===== src/rtl/deserializador_pkg.sv =====
// Shared types and helpers for the serial-to-parallel loader FSM.
// The state encoding is fixed here so the FSM and any observers agree on it.
package deserializador_pkg;

  typedef enum logic [1:0] {
    IDLE  = 2'b00,
    SHIFT = 2'b01,
    LOAD  = 2'b10
  } estado_t;

  localparam int unsigned N_DEFAULT        = 8;
  localparam int unsigned W_FRAMES_DEFAULT = 8;

endpackage


===== src/rtl/contador_param.sv =====
// Parameterised wrapping counter with synchronous active-low reset,
// synchronous clear (priority over enable) and count enable.
module contador_param #(
  parameter int unsigned W = 8
) (
  input  logic         clk,
  input  logic         rst,
  input  logic         clr_i,
  input  logic         en_i,
  output logic [W-1:0] q_o
);

  logic [W-1:0] cnt_q, cnt_d;

  always_comb begin
    cnt_d = cnt_q;
    if (clr_i) begin
      cnt_d = '0;
    end else if (en_i) begin
      cnt_d = cnt_q + W'(1);
    end
  end

  always_ff @(posedge clk) begin
    if (!rst) begin
      cnt_q <= '0;
    end else begin
      cnt_q <= cnt_d;
    end
  end

  assign q_o = cnt_q;

endmodule


===== src/rtl/deserializador_fsm.sv =====
// Serial-to-parallel loader: assembles N MSB-first bits after a start strobe,
// then presents the word on d with a one-cycle en strobe for a downstream register.
module deserializador_fsm
  import deserializador_pkg::*;
#(
  parameter int unsigned N        = N_DEFAULT,
  parameter int unsigned W_FRAMES = W_FRAMES_DEFAULT
) (
  input  logic                clk,
  input  logic                rst,
  input  logic                start,
  input  logic                bit_valid,
  input  logic                bit_in,
  output logic [N-1:0]        d,
  output logic                en,
  output logic                busy,
  output logic [W_FRAMES-1:0] frame_count
);

  localparam int unsigned CNT_W = (N > 1) ? $clog2(N) : 1;
  localparam logic [CNT_W-1:0] LAST_BIT = CNT_W'(N - 1);

  estado_t          state_q, state_d;
  logic [N-1:0]     sh_q, sh_d;
  logic [N-1:0]     d_q, d_d;
  logic             en_q, en_d;
  logic [CNT_W-1:0] cnt_q;
  logic             cnt_clr, cnt_inc, frm_inc;
  logic [N-1:0]     shifted;

  assign shifted = {sh_q[N-2:0], bit_in};

  always_comb begin
    state_d = state_q;
    sh_d    = sh_q;
    d_d     = d_q;
    en_d    = 1'b0;
    cnt_clr = 1'b0;
    cnt_inc = 1'b0;
    frm_inc = 1'b0;
    unique case (state_q)
      IDLE: begin
        if (start) begin
          state_d = SHIFT;
          sh_d    = '0;
          cnt_clr = 1'b1;
        end
      end
      SHIFT: begin
        if (start) begin
          sh_d    = '0;
          cnt_clr = 1'b1;
        end else if (bit_valid) begin
          sh_d = shifted;
          // The last bit clears the counter so it never runs past N-1.
          if (cnt_q == LAST_BIT) begin
            state_d = LOAD;
            d_d     = shifted;
            en_d    = 1'b1;
            frm_inc = 1'b1;
            cnt_clr = 1'b1;
          end else begin
            cnt_inc = 1'b1;
          end
        end
      end
      LOAD: begin
        if (start) begin
          state_d = SHIFT;
          sh_d    = '0;
          cnt_clr = 1'b1;
        end else begin
          state_d = IDLE;
        end
      end
      default: begin
        state_d = IDLE;
      end
    endcase
  end

  always_ff @(posedge clk) begin
    if (!rst) begin
      state_q <= IDLE;
      sh_q    <= '0;
      d_q     <= '0;
      en_q    <= 1'b0;
    end else begin
      state_q <= state_d;
      sh_q    <= sh_d;
      d_q     <= d_d;
      en_q    <= en_d;
    end
  end

  contador_param #(.W(CNT_W)) u_bit_cnt (
    .clk   (clk),
    .rst   (rst),
    .clr_i (cnt_clr),
    .en_i  (cnt_inc),
    .q_o   (cnt_q)
  );

  contador_param #(.W(W_FRAMES)) u_frame_cnt (
    .clk   (clk),
    .rst   (rst),
    .clr_i (1'b0),
    .en_i  (frm_inc),
    .q_o   (frame_count)
  );

  assign d    = d_q;
  assign en   = en_q;
  assign busy = (state_q == SHIFT) || (state_q == LOAD);

endmodule


===== config.mk =====
export PLATFORM = sky130hd
export DESIGN_NAME = deserializador_fsm
export DESIGN_NICKNAME = d
export VERILOG_FILES = /design/src/rtl/deserializador_pkg.sv /design/src/rtl/contador_param.sv /design/src/rtl/deserializador_fsm.sv
export SDC_FILE = /design/constraint.sdc
export NUM_CORES = 1
export LEC_CHECK = 0
export ABC_AREA = 1
export BUFFER_PORTS_ARGS = -buffer_cell sky130_fd_sc_hd__buf_2
export CORE_ASPECT_RATIO = 2
export CORE_MARGIN = 4
export CORE_UTILIZATION = 55
export CTS_CLUSTER_DIAMETER = 120
export DETAILED_ROUTE_END_ITERATION = 10
export HOLD_SLACK_MARGIN = 0.03
export PLACE_DENSITY = 0.83
export SYNTH_ARGS = -nofsm -noshare
export SYNTH_HDL_FRONTEND = slang
export SYNTH_SLANG_ARGS = --single-unit

===== constraint.sdc =====
create_clock -name clk -period 2 [get_ports clk]
set_input_delay 0 -clock clk [delete_from_list [all_inputs] [get_ports clk]]
set_output_delay 0 -clock clk [all_outputs]
set_load 0.1 [all_outputs]

==> results.ini, run 1 <==
[synthesis]
synthArstFlopShare_pct=0
ys.flop_type=dfxtp_1
synth.avg_cell_area_um2=6.85
synth_nets=231
yosys_warnings=0
synth_top_cell_area_share_pct=38.9
synthesis.area_mm2=0.00149
yosysUniqueCellTypes=21
synth_area_leader_cell=dfxtp_1
ys_ff_latch=29
synth_enable_flop_cells=0
syn_inst=218
ys_seq_area_share_pct=38.9
ys_top_cells_by_area=dfxtp_1 39%, nand2_1 13%, inv_1 9.3%, nor2_1 8.3%, ha_1 6.7%

[place]
dp.cells=263
gp_congestion=0.812
place_area_mm2=0.00160
port_buffers=22
dp_hpwl_mm=2.13

[critical_path]
worst-endpoint-arrival_ns=1.83
critical_path.startpoint_type=register
rrSetupSlack_ns=0.39
worstPathMaxFanout=28
required_ns=2.22
startpoint=state_q[1]$_SDFFE_PN0P_
slowest_delay_ns=0.34
cp_num_buf_inv=3
worst_path_max_delay_cell=dfxtp_1
path_delay_family=simple AND/OR/NAND/NOR gates
setup.worst_path.class=reg -> reg
critPathMostFrequentCell=inv_1
end_kind=register
crit_chain=inv_1 -> ha_1 -> nand2_2 -> nor2_4 -> buf_4 -> nand3_1 -> nand2_1 -> inv_1 -> nor2_1
reg2reg_from=state_q[1]$_SDFFE_PN0P_

[final_layout]
final_util_pct=66.2
final_cell_count_no_fill=271
diodes=0
synthToLayoutAreaGrowth_pct=13.9
fin_nets=256
layout-drive-gt1-share_pct=17.3
postLayoutCellArea_mm2=0.00170

[grt]
antenna_found_initial=0
track_usage_pct=18.5
grt_pass1_vias=1216
grt_overflow=0
grt_pass1_wl_mm=4.93
grt_max_degree=29

[routing]
dr.pass1.iters=5
first_iter_violations=30
via_per_inst=5.00
vias=1354
totalWireLength_mm=2.89
ant_nets=0
drc=0
avgRoutedWirePerCell_um=10.7

[sta]
maxSlewHeadroom_pct=67.5
min_period_over_period_pct=80.5
hold_viol_final=0
finalSetupTns_ns=0
clock_skew_ns=0.00589
max_slew.worst_pin.slew_ns=0.488
period_needed_ns=1.61
drv_slew=0
whs_ns=0.132
setup_violations=0
rsz0062_at_grt=no
timing.fmax_ghz=0.621

[pwr]
power.density_mw_per_mm2=1070
ir_drop_uv=1320
p_leak_nw=0.892

[clocking]
cts.clk_slew.worst_paths_ns=0.06
ctsLongestPathBuffers=2
clkSinkCount=29
cts_made_buffers=5
clk_latency_ns=0.28
cts_tree=built
cts_htree_levels=2
cts_root_buf=clkbuf_8

[floorplanning]
dieArea_mm2=0.00366
ios=23
fp.coreArea_mm2=0.00257
initial_core_util_pct=58.1
die_h_um=81.7
die_x_um=44.8
placementRows=26

[min_path]
hold_path_startpoint=start
hp-class=in -> reg

[run]
maxCapViolCount=0

[outcome]
status=complete, no violations

## placed cells by master, fill, tap and decap left out
cell	netlist	final
dfxtp_2	0	2
o21ai_0	6	6
dfxtp_1	29	27
dlygate4sd3_1	0	1
nor2_4	1	1
nor2_2	1	1
o21ai_2	2	2
a21oi_1	8	8
nand2_2	2	2
clkbuf_1	1	1
xor2_1	1	1
nand3_1	20	20
nand2_1	53	53
o21ai_1	2	2
inv_1	37	37
buf_4	1	1
nand4_1	4	4
buf_2	2	22
a21oi_2	4	4
ha_1	8	8
clkbuf_8	0	6
nand3_2	1	1
nor2_1	33	33
## cell families (layout without fill, tap and decap cells)
family	Yosys count	in the layout	share of synthesized area, %
simple gates	115	115	32.7
buf+inv	43	68	12.2
flops	29	29	38.9
compound gates	22	22	8.89
fa+ha+maj	8	8	6.71
xor+xnor	1	1	0.587
## sequential cells by signal, indices dropped and copies added (netlist names)
register and cells:
d 8, en 1, sh_q 7, state_q 2, u_bit_cnt.q_o 3, u_frame_cnt.q_o 8
## what timing repair did
| action | CTS | global route |
|---|---|---|
| buffers inserted | 0 | 0 |
| gates resized for setup | 0 | 0 |
| endpoints found under the hold margin | 1 | 0 |
| endpoints found under the setup margin | 0 | 0 |
| hold buffers | 1 | 0 |
## final cells by class
cell class                      instances  area [um^2]
Inverter                               37          139
Fill cell                             259          870
Timing Repair Buffer                   24          128
Sequential cell                        29          583
Tap cell                               28         35.0
Multi-Input combinational cell        146          729
Clock buffer                            7         86.3
## routing by layer
layer,part of all wire (%),vias to the layer above,global-route usage [%]
li1,-,721,-
met1,37,598,17.6
met2,55,28,34.1
met3,5.2,7,5.92
met4,2.4,0,8.80
met5,0,-,0
## worst register-to-register path, cell delays in order (launching register included)
cell and delay [ns]:
dfxtp_1 0.34, inv_1 0.10, ha_1 0.30, nand2_2 0.10
nor2_4 0.10, buf_4 0.29, nand3_1 0.12, nand2_1 0.08
inv_1 0.03, nor2_1 0.08
## path summary, 6_finish.rpt
path	endpoint	cells past startpoint
min	state_q[0]$_SDFFE_PN0P_	5
max reg2reg	u_frame_cnt.q_o[7]$_SDFFE_PN0P_	9
max	u_frame_cnt.q_o[7]$_SDFFE_PN0P_	9
min reg2reg	d[7]$_SDFFE_PN0P_	2
## where the power goes
group / internal (mW) / total (mW) / switching, mW / leakage [nW]
Sequential: 0.640 / 0.680 / 0.0396 / 0.236
Combinational: 0.181 / 0.656 / 0.475 / 0.611
Clock: 0.272 / 0.475 / 0.203 / 0.0443
Total: 1.09 / 1.81 / 0.717 / 0.892
## synthesized netlist by cell type, types with 2 or more instances
cell type   n
a21oi_1     8
a21oi_2     4
buf_2       2
buf_6       2
dfxtp_1    29
ha_1        8
inv_1      37
nand2_1    53
nand2_2     2
nand3_1    20
nand4_1     4
nor2_1     33
o21ai_0     6
o21ai_1     2
o21ai_2     2
## per-stage QoR
step	setup slack, ns	total power, mW
6_report	0.390	1.81
5_1_grt	0.211	1.96
4_1_cts	0.375	1.83
3_5_place_dp	0.386	1.35
3_3_place_gp	0.444	1.34
2_1_floorplan	0.226	1.24
(Power assumes the default switching activity.)
==> run 2, diff against run 1 <==
--- a/config.mk
+++ b/config.mk
@@ -9,11 +9,11 @@
 export BUFFER_PORTS_ARGS = -buffer_cell sky130_fd_sc_hd__buf_2
 export CORE_ASPECT_RATIO = 2
 export CORE_MARGIN = 4
-export CORE_UTILIZATION = 55
+export CORE_UTILIZATION = 50
 export CTS_CLUSTER_DIAMETER = 120
 export DETAILED_ROUTE_END_ITERATION = 10
 export HOLD_SLACK_MARGIN = 0.03
-export PLACE_DENSITY = 0.83
+export PLACE_DENSITY = 0.79
 export SYNTH_ARGS = -nofsm -noshare
 export SYNTH_HDL_FRONTEND = slang
 export SYNTH_SLANG_ARGS = --single-unit
==> constraint.sdc (replaced) <==
create_clock -name clk -period 1.4 [get_ports clk]
set_input_delay 0 -clock clk [delete_from_list [all_inputs] [get_ports clk]]
set_output_delay 0 -clock clk [all_outputs]
set_load 0.1 [all_outputs]
==> results.ini, run 2 (synthesis gave the netlist of run 1 again) <==
[grt]
grt_overflow=0  ; unchanged
grt_max_degree=28  ; was 29
track_usage_pct=21.5  ; was 18.5%
grt_pass1_vias=1523  ; was 1,216
antenna_found_initial=0  ; unchanged
grt_pass1_wl_mm=6.31  ; was 4.93 mm

[sta]
period_needed_ns=1.41  ; was 1.61 ns
drv_slew=0  ; unchanged
timing.fmax_ghz=0.708  ; was 0.621 GHz
hold_viol_final=0  ; unchanged
fin_ws_ns=-0.0122  ; was 0.390 ns
min_period_over_period_pct=101  ; was 80.5%
clock_skew_ns=0.00888  ; was 0.00589 ns
setup_violations=1  ; was 0
maxSlewHeadroom_pct=65.8  ; was 67.5%
max_slew.worst_pin.slew_ns=0.513  ; was 0.488 ns
rsz0062_at_grt=yes  ; was no

[clocking]
clkSinkCount=29  ; unchanged
cts_made_buffers=5  ; unchanged
cts_htree_levels=2  ; unchanged
cts_tree=built  ; unchanged
cts_root_buf=clkbuf_8  ; unchanged
ctsLongestPathBuffers=2  ; unchanged
clk_latency_ns=0.29  ; was 0.28 ns
cts.clk_slew.worst_paths_ns=0.06  ; about the same

[critical_path]
reg2reg_depth=8  ; was 9
reg2reg_from=u_bit_cnt.q_o[0]$_SDFFE_PP0P_  ; was state_q[1]$_SDFFE_PN0P_
timing.rr.end=u_frame_cnt.q_o[1]$_SDFFE_PN0P_  ; was u_frame_cnt.q_o[7]$_SDFFE_PN0P_
critical_path.startpoint_type=register  ; unchanged
crit_chain=ha_4 -> ha_4 -> nand2_4 -> nor2_4 -> buf_4 -> buf_16 -> o21ai_0 -> nor2_1  ; was inv_1 -> ha_1 -> nand2_2 -> nor2_4 -> buf_4 -> nand3_1 -> nand2_1 -> inv_1 -> nor2_1
startpoint=u_bit_cnt.q_o[0]$_SDFFE_PP0P_  ; was state_q[1]$_SDFFE_PN0P_
slowest_delay_ns=0.36  ; was 0.34 ns
crit_end=u_frame_cnt.q_o[1]$_SDFFE_PN0P_  ; was u_frame_cnt.q_o[7]$_SDFFE_PN0P_
required_ns=1.58  ; was 2.22 ns
worstPathMaxFanout=14  ; was 28
setup.worst_path.class=reg -> reg  ; unchanged
critPathMostFrequentCell=ha_4  ; was inv_1
end_kind=register  ; unchanged
worst_path_max_delay_cell=dfxtp_4  ; was dfxtp_1
rrSetupSlack_ns=-0.01  ; was 0.39 ns
worst-endpoint-arrival_ns=1.60  ; was 1.83 ns

[place]
dp_hpwl_mm=2.19  ; was 2.13 mm
gp_congestion=0.786  ; was 0.812
dp.cells=270  ; was 263
port_buffers=22  ; unchanged

[pwr]
p_leak_nw=0.995  ; was 0.892 nW
combPwrFrac_pct=42.9  ; was 36.2%
p_clk_share_pct=25.6  ; was 26.2%
seqPwrFrac_pct=31.5  ; was 37.5%
power.density_mw_per_mm2=1540  ; was 1070 mW/mm^2
switching_share_pct=40.0  ; was 39.6%
ir_drop_uv=1870  ; was 1320 uV
finalPower_mw=3.08  ; was 1.81 mW
cell_internal_pwr_mw=1.85  ; was 1.09 mW
power_switching_mw=1.23  ; was 0.717 mW

[routing]
first_iter_violations=44  ; was 30
avgRoutedWirePerCell_um=13.3  ; was 10.7 um
ant_nets=0  ; unchanged
drc=0  ; unchanged
vias=1466  ; was 1,354
dr.pass1.iters=4  ; was 5
totalWireLength_mm=3.79  ; was 2.89 mm
via_per_inst=5.14  ; was 5.00

[min_path]
hold_path_depth=5  ; unchanged
hp-class=in -> reg  ; unchanged

[floorplanning]
fp.coreArea_mm2=0.00280  ; was 0.00257 mm^2
dieArea_mm2=0.00398  ; was 0.00366 mm^2
die_h_um=85.3  ; was 81.7 um
die_x_um=46.6  ; was 44.8 um
ios=23  ; unchanged
placementRows=27  ; was 26
initial_core_util_pct=53.2  ; was 58.1%

[final_layout]
mostFrequentLayoutCell=nand2_1  ; unchanged
final_cell_mix=50 x nand2_1, 35 x inv_1, 30 x nor2_1  ; was 53 x nand2_1, 37 x inv_1, 33 x nor2_1
fillers=223  ; was 259
fin_nets=268  ; was 256
final_cell_count_no_fill=285  ; was 271
layout-drive-gt1-share_pct=31.3  ; was 17.3%
synthToLayoutAreaGrowth_pct=33.9  ; was 13.9%
diodes=0  ; unchanged

[outcome]
status=complete, but fails checks  ; was complete, no violations
violations=setup timing

[run]
maxCapViolCount=0  ; unchanged

==> run 2: power by group through the flow <==
stage                     sequential, mW  clock (mW)  combinational (mW)
after global placement             0.970           0                1.10
after detailed placement           0.973           0                1.12
final                              0.972       0.789                1.32
after floorplan                    0.968           0               0.805
after global routing               0.980       0.829                1.50
after CTS                          0.957       0.787                1.15
==> run 2: worst min path at each step <==
stage	start	to	slack (ns)
final	start	state_q[0]$_SDFFE_PN0P_	0.14
after global routing	bit_valid	en$_SDFF_PN0_	0.18
after CTS	start	state_q[0]$_SDFFE_PN0P_	0.13
after detailed placement	bit_in	d[0]$_SDFFE_PN0P_	0.29
after global placement	bit_in	d[0]$_SDFFE_PN0P_	0.29
after floorplan	bit_in	d[0]$_SDFFE_PN0P_	0.13
==> run 2: worst max-delay path, delay by kind of cell, from the launching register on <==
family	cells	cell delay, ns
buf+inv	2	0.29
flops	1	0.36
compound gates	1	0.15
simple gates	3	0.17
fa+ha+maj	2	0.34
==> run 2: routing by layer <==
| layer | up-vias | share of wire [%] | GRT usage (%) |
|---|---|---|---|
| li1 | 751 | - | - |
| met1 | 675 | 36 | 19.4 |
| met2 | 27 | 56 | 39.7 |
| met3 | 13 | 3.6 | 4.88 |
| met4 | 0 | 4.4 | 12.3 |
| met5 | - | 0 | 0 |
==> run 2: repair_timing <==
item                                    in CTS  in global routing
hold buffers                                 1                  0
gates resized for setup                      9                 28
endpoints found under the setup margin      12                 26
buffers inserted                             2                  2
endpoints found under the hold margin        1                  0
gates cloned                                 2                  1
pin swaps                                    2                  7
==> run 2: cell type report <==
type | instances | area (um^2) | share of cell area (%)
multi-input combinational | 147 | 841 | 42.1
clock buffer | 7 | 96.3 | 4.82
timing repair buffer | 35 | 277 | 13.8
inverter | 37 | 139 | 6.95
sequential | 29 | 606 | 30.3
tap | 29 | 36.3 | 1.81
clock inverter | 1 | 5.00 | 0.250
==> run 2: stage by stage <==
step                 TNS, ns  cell area (um^2)  hold WS [ns]  util (%)  setup slack, ns
floorplan           -0.00544              1520         0.135         -         -0.00544
global placement           0              1700         0.288      60.7           0.0126
detailed placement    -0.218              1700         0.290      60.7          -0.0533
CTS                   -0.100              1930         0.127      68.7          -0.0238
global route          -0.772              2000         0.180      71.3          -0.0900
finish               -0.0122              2000         0.137      71.3          -0.0122
==> run 3, diff against run 2 <==
--- a/config.mk
+++ b/config.mk
@@ -14,6 +14,7 @@
 export DETAILED_ROUTE_END_ITERATION = 10
 export HOLD_SLACK_MARGIN = 0.03
 export PLACE_DENSITY = 0.79
+export SKIP_CTS_REPAIR_TIMING = 1
 export SYNTH_ARGS = -nofsm -noshare
 export SYNTH_HDL_FRONTEND = slang
 export SYNTH_SLANG_ARGS = --single-unit
==> results.ini, run 3 (synthesis gave the netlist of run 1 again) <==
[min_path]
hold_path_startpoint=start  ; unchanged
hold_path_depth=5  ; unchanged
min_to=state_q[0]$_SDFFE_PN0P_  ; unchanged
hp-class=in -> reg  ; unchanged

[sta]
maxSlewHeadroom_pct=67.7  ; was 65.8%
period_needed_ns=1.41  ; about the same
drv_slew=0  ; unchanged
max_slew.worst_pin.slew_ns=0.484  ; was 0.513 ns
min_period_over_period_pct=101  ; about the same
clock_skew_ns=0.00402  ; was 0.00888 ns
hold_viol_final=0  ; unchanged
fin_ws_ns=-0.0105  ; was -0.0122 ns
timing.fmax_ghz=0.709  ; was 0.708 GHz
setup_violations=3  ; was 1
rsz0062_at_grt=yes  ; unchanged

[floorplanning]
die_h_um=85.3  ; unchanged
fp.coreArea_mm2=0.00280  ; unchanged
die_x_um=46.6  ; unchanged
initial_core_util_pct=53.2  ; unchanged
ios=23  ; unchanged
placementRows=27  ; unchanged
dieArea_mm2=0.00398  ; unchanged

[routing]
vias=1450  ; was 1,466
avgRoutedWirePerCell_um=12.6  ; was 13.3 um
ant_nets=0  ; unchanged
totalWireLength_mm=3.55  ; was 3.79 mm
drc=0  ; unchanged
first_iter_violations=28  ; was 44
via_per_inst=5.14  ; about the same
dr.pass1.iters=4  ; unchanged

[grt]
antenna_found_initial=0  ; unchanged
grt_pass1_wl_mm=5.69  ; was 6.31 mm
grt_max_degree=29  ; was 28
grt_overflow=0  ; unchanged
grt_pass1_vias=1426  ; was 1,523
track_usage_pct=19.2  ; was 21.5%

[final_layout]
layout-drive-gt1-share_pct=29.2  ; was 31.3%
mostFrequentLayoutCell=nand2_1  ; unchanged
synthToLayoutAreaGrowth_pct=30.9  ; was 33.9%
postLayoutCellArea_mm2=0.00195  ; was 0.00200 mm^2
fillers=223  ; unchanged
final_cell_count_no_fill=282  ; was 285
diodes=0  ; unchanged
fin_nets=265  ; was 268
final_cell_mix=50 x nand2_1, 36 x inv_1, 30 x nor2_1  ; was 50 x nand2_1, 35 x inv_1, 30 x nor2_1
final_util_pct=69.7  ; was 71.3%

[place]
place_area_mm2=0.00170  ; unchanged
gp_congestion=0.786  ; unchanged
dp.cells=270  ; unchanged
dp_slack_ns=-0.0533  ; unchanged
port_buffers=22  ; unchanged
dp_hpwl_mm=2.19  ; unchanged

[critical_path]
worst-endpoint-arrival_ns=1.59  ; was 1.60 ns
required_ns=1.58  ; about the same
reg2reg_from=u_bit_cnt.q_o[1]$_SDFFE_PP0P_  ; was u_bit_cnt.q_o[0]$_SDFFE_PP0P_
rrSetupSlack_ns=-0.01  ; about the same
end_kind=register  ; unchanged
setup.worst_path.class=reg -> reg  ; unchanged
critical_path.startpoint_type=register  ; unchanged
startpoint=u_bit_cnt.q_o[1]$_SDFFE_PP0P_  ; was u_bit_cnt.q_o[0]$_SDFFE_PP0P_
timing.rr.end=u_frame_cnt.q_o[3]$_SDFFE_PN0P_  ; was u_frame_cnt.q_o[1]$_SDFFE_PN0P_
reg2reg_depth=8  ; unchanged
worstPathMaxFanout=7  ; was 14

[pwr]
cell_internal_pwr_mw=1.83  ; was 1.85 mW
ir_drop_uv=1840  ; was 1870 uV
switching_share_pct=39.6  ; was 40.0%
power_switching_mw=1.20  ; was 1.23 mW
p_clk_share_pct=25.8  ; was 25.6%
combPwrFrac_pct=42.0  ; was 42.9%
p_leak_nw=0.979  ; was 0.995 nW
power.density_mw_per_mm2=1550  ; was 1540 mW/mm^2
seqPwrFrac_pct=32.2  ; was 31.5%
finalPower_mw=3.03  ; was 3.08 mW

[outcome]
violations=setup timing  ; unchanged
status=complete, but fails checks  ; unchanged

[run]
maxCapViolCount=0  ; unchanged

[clocking]
cts_tree=built  ; unchanged
clkSinkCount=29  ; unchanged
cts_made_buffers=5  ; unchanged
cts.clk_slew.worst_paths_ns=0.07  ; was 0.06 ns
clk_latency_ns=0.29  ; about the same
cts_root_buf=clkbuf_8  ; unchanged
cts_htree_levels=2  ; unchanged
ctsLongestPathBuffers=2  ; unchanged

[run 3: changes by cell type in the layout (fill, tap and decap cells not counted), moves of 2 or more]
cell       delta
buf_6         -3
o21ai_0       +3
buf_16        -2
clkbuf_16     +2
dfxtp_2       +2
dfxtp_4       -2
nor2_2        +2
nor2_4        -2
o21ai_1       -2
[run 3: layout make-up]
class	count	area, um^2	area share, %
repair buffers	32	250	12.8
clock buffers	7	96.3	4.93
clock inverters	1	5.00	0.256
flip-flops and latches	29	601	30.7
inverters	37	139	7.11
multi-input cells	147	827	42.3
well taps	29	36.3	1.86
[run 3: how the worst max path moves through the flow]
stage | depth (start not counted) | to | slack [ns]
4_1_cts | 9 | u_frame_cnt.q_o[5]$_SDFFE_PN0P_ | -0.07
5_1_grt | 9 | u_frame_cnt.q_o[5]$_SDFFE_PN0P_ | -0.10
3_5_place_dp | 8 | u_frame_cnt.q_o[5]$_SDFFE_PN0P_ | -0.05
3_3_place_gp | 7 | u_bit_cnt.q_o[0]$_SDFFE_PP0P_ | 0.01
6_report | 8 | u_frame_cnt.q_o[3]$_SDFFE_PN0P_ | -0.01
2_1_floorplan | 7 | u_frame_cnt.q_o[4]$_SDFFE_PN0P_ | -0.005
[run 3: critical path, cell delays in order, from the launching register on]
cell and delay (ns):
dfxtp_2 0.36, ha_4 0.14, ha_4 0.15, nand2_4 0.05
nor2_4 0.20, clkbuf_16 0.19, nand3_1 0.08, nand2_1 0.08
nor2_1 0.04
[run 3: power by group through the flow]
stage                     Combinational [mW]  Clock [mW]  Sequential [mW]
after floorplan                        0.805           0            0.968
after global placement                  1.10           0            0.970
after detailed placement                1.12           0            0.973
after CTS                               1.13       0.787            0.955
after global routing                    1.45       0.833            0.982
final                                   1.27       0.780            0.975
[run 3: per-stage QoR]
step / hold WS (ns) / setup TNS [ns]
2_1_floorplan: 0.135 / -0.00544
3_3_place_gp: 0.288 / 0
3_5_place_dp: 0.290 / -0.218
4_1_cts: -0.00946 / -0.417
5_1_grt: 0.176 / -1.19
6_report: 0.132 / -0.0147
[run 3: layer usage]
layer  wire length, um  share of wire [%]  GRT usage, %
met5                 0                  0             0
met4               149                4.2          11.1
met3               179                5.0          4.88
met2              1970                 55          35.1
met1              1250                 35          17.4
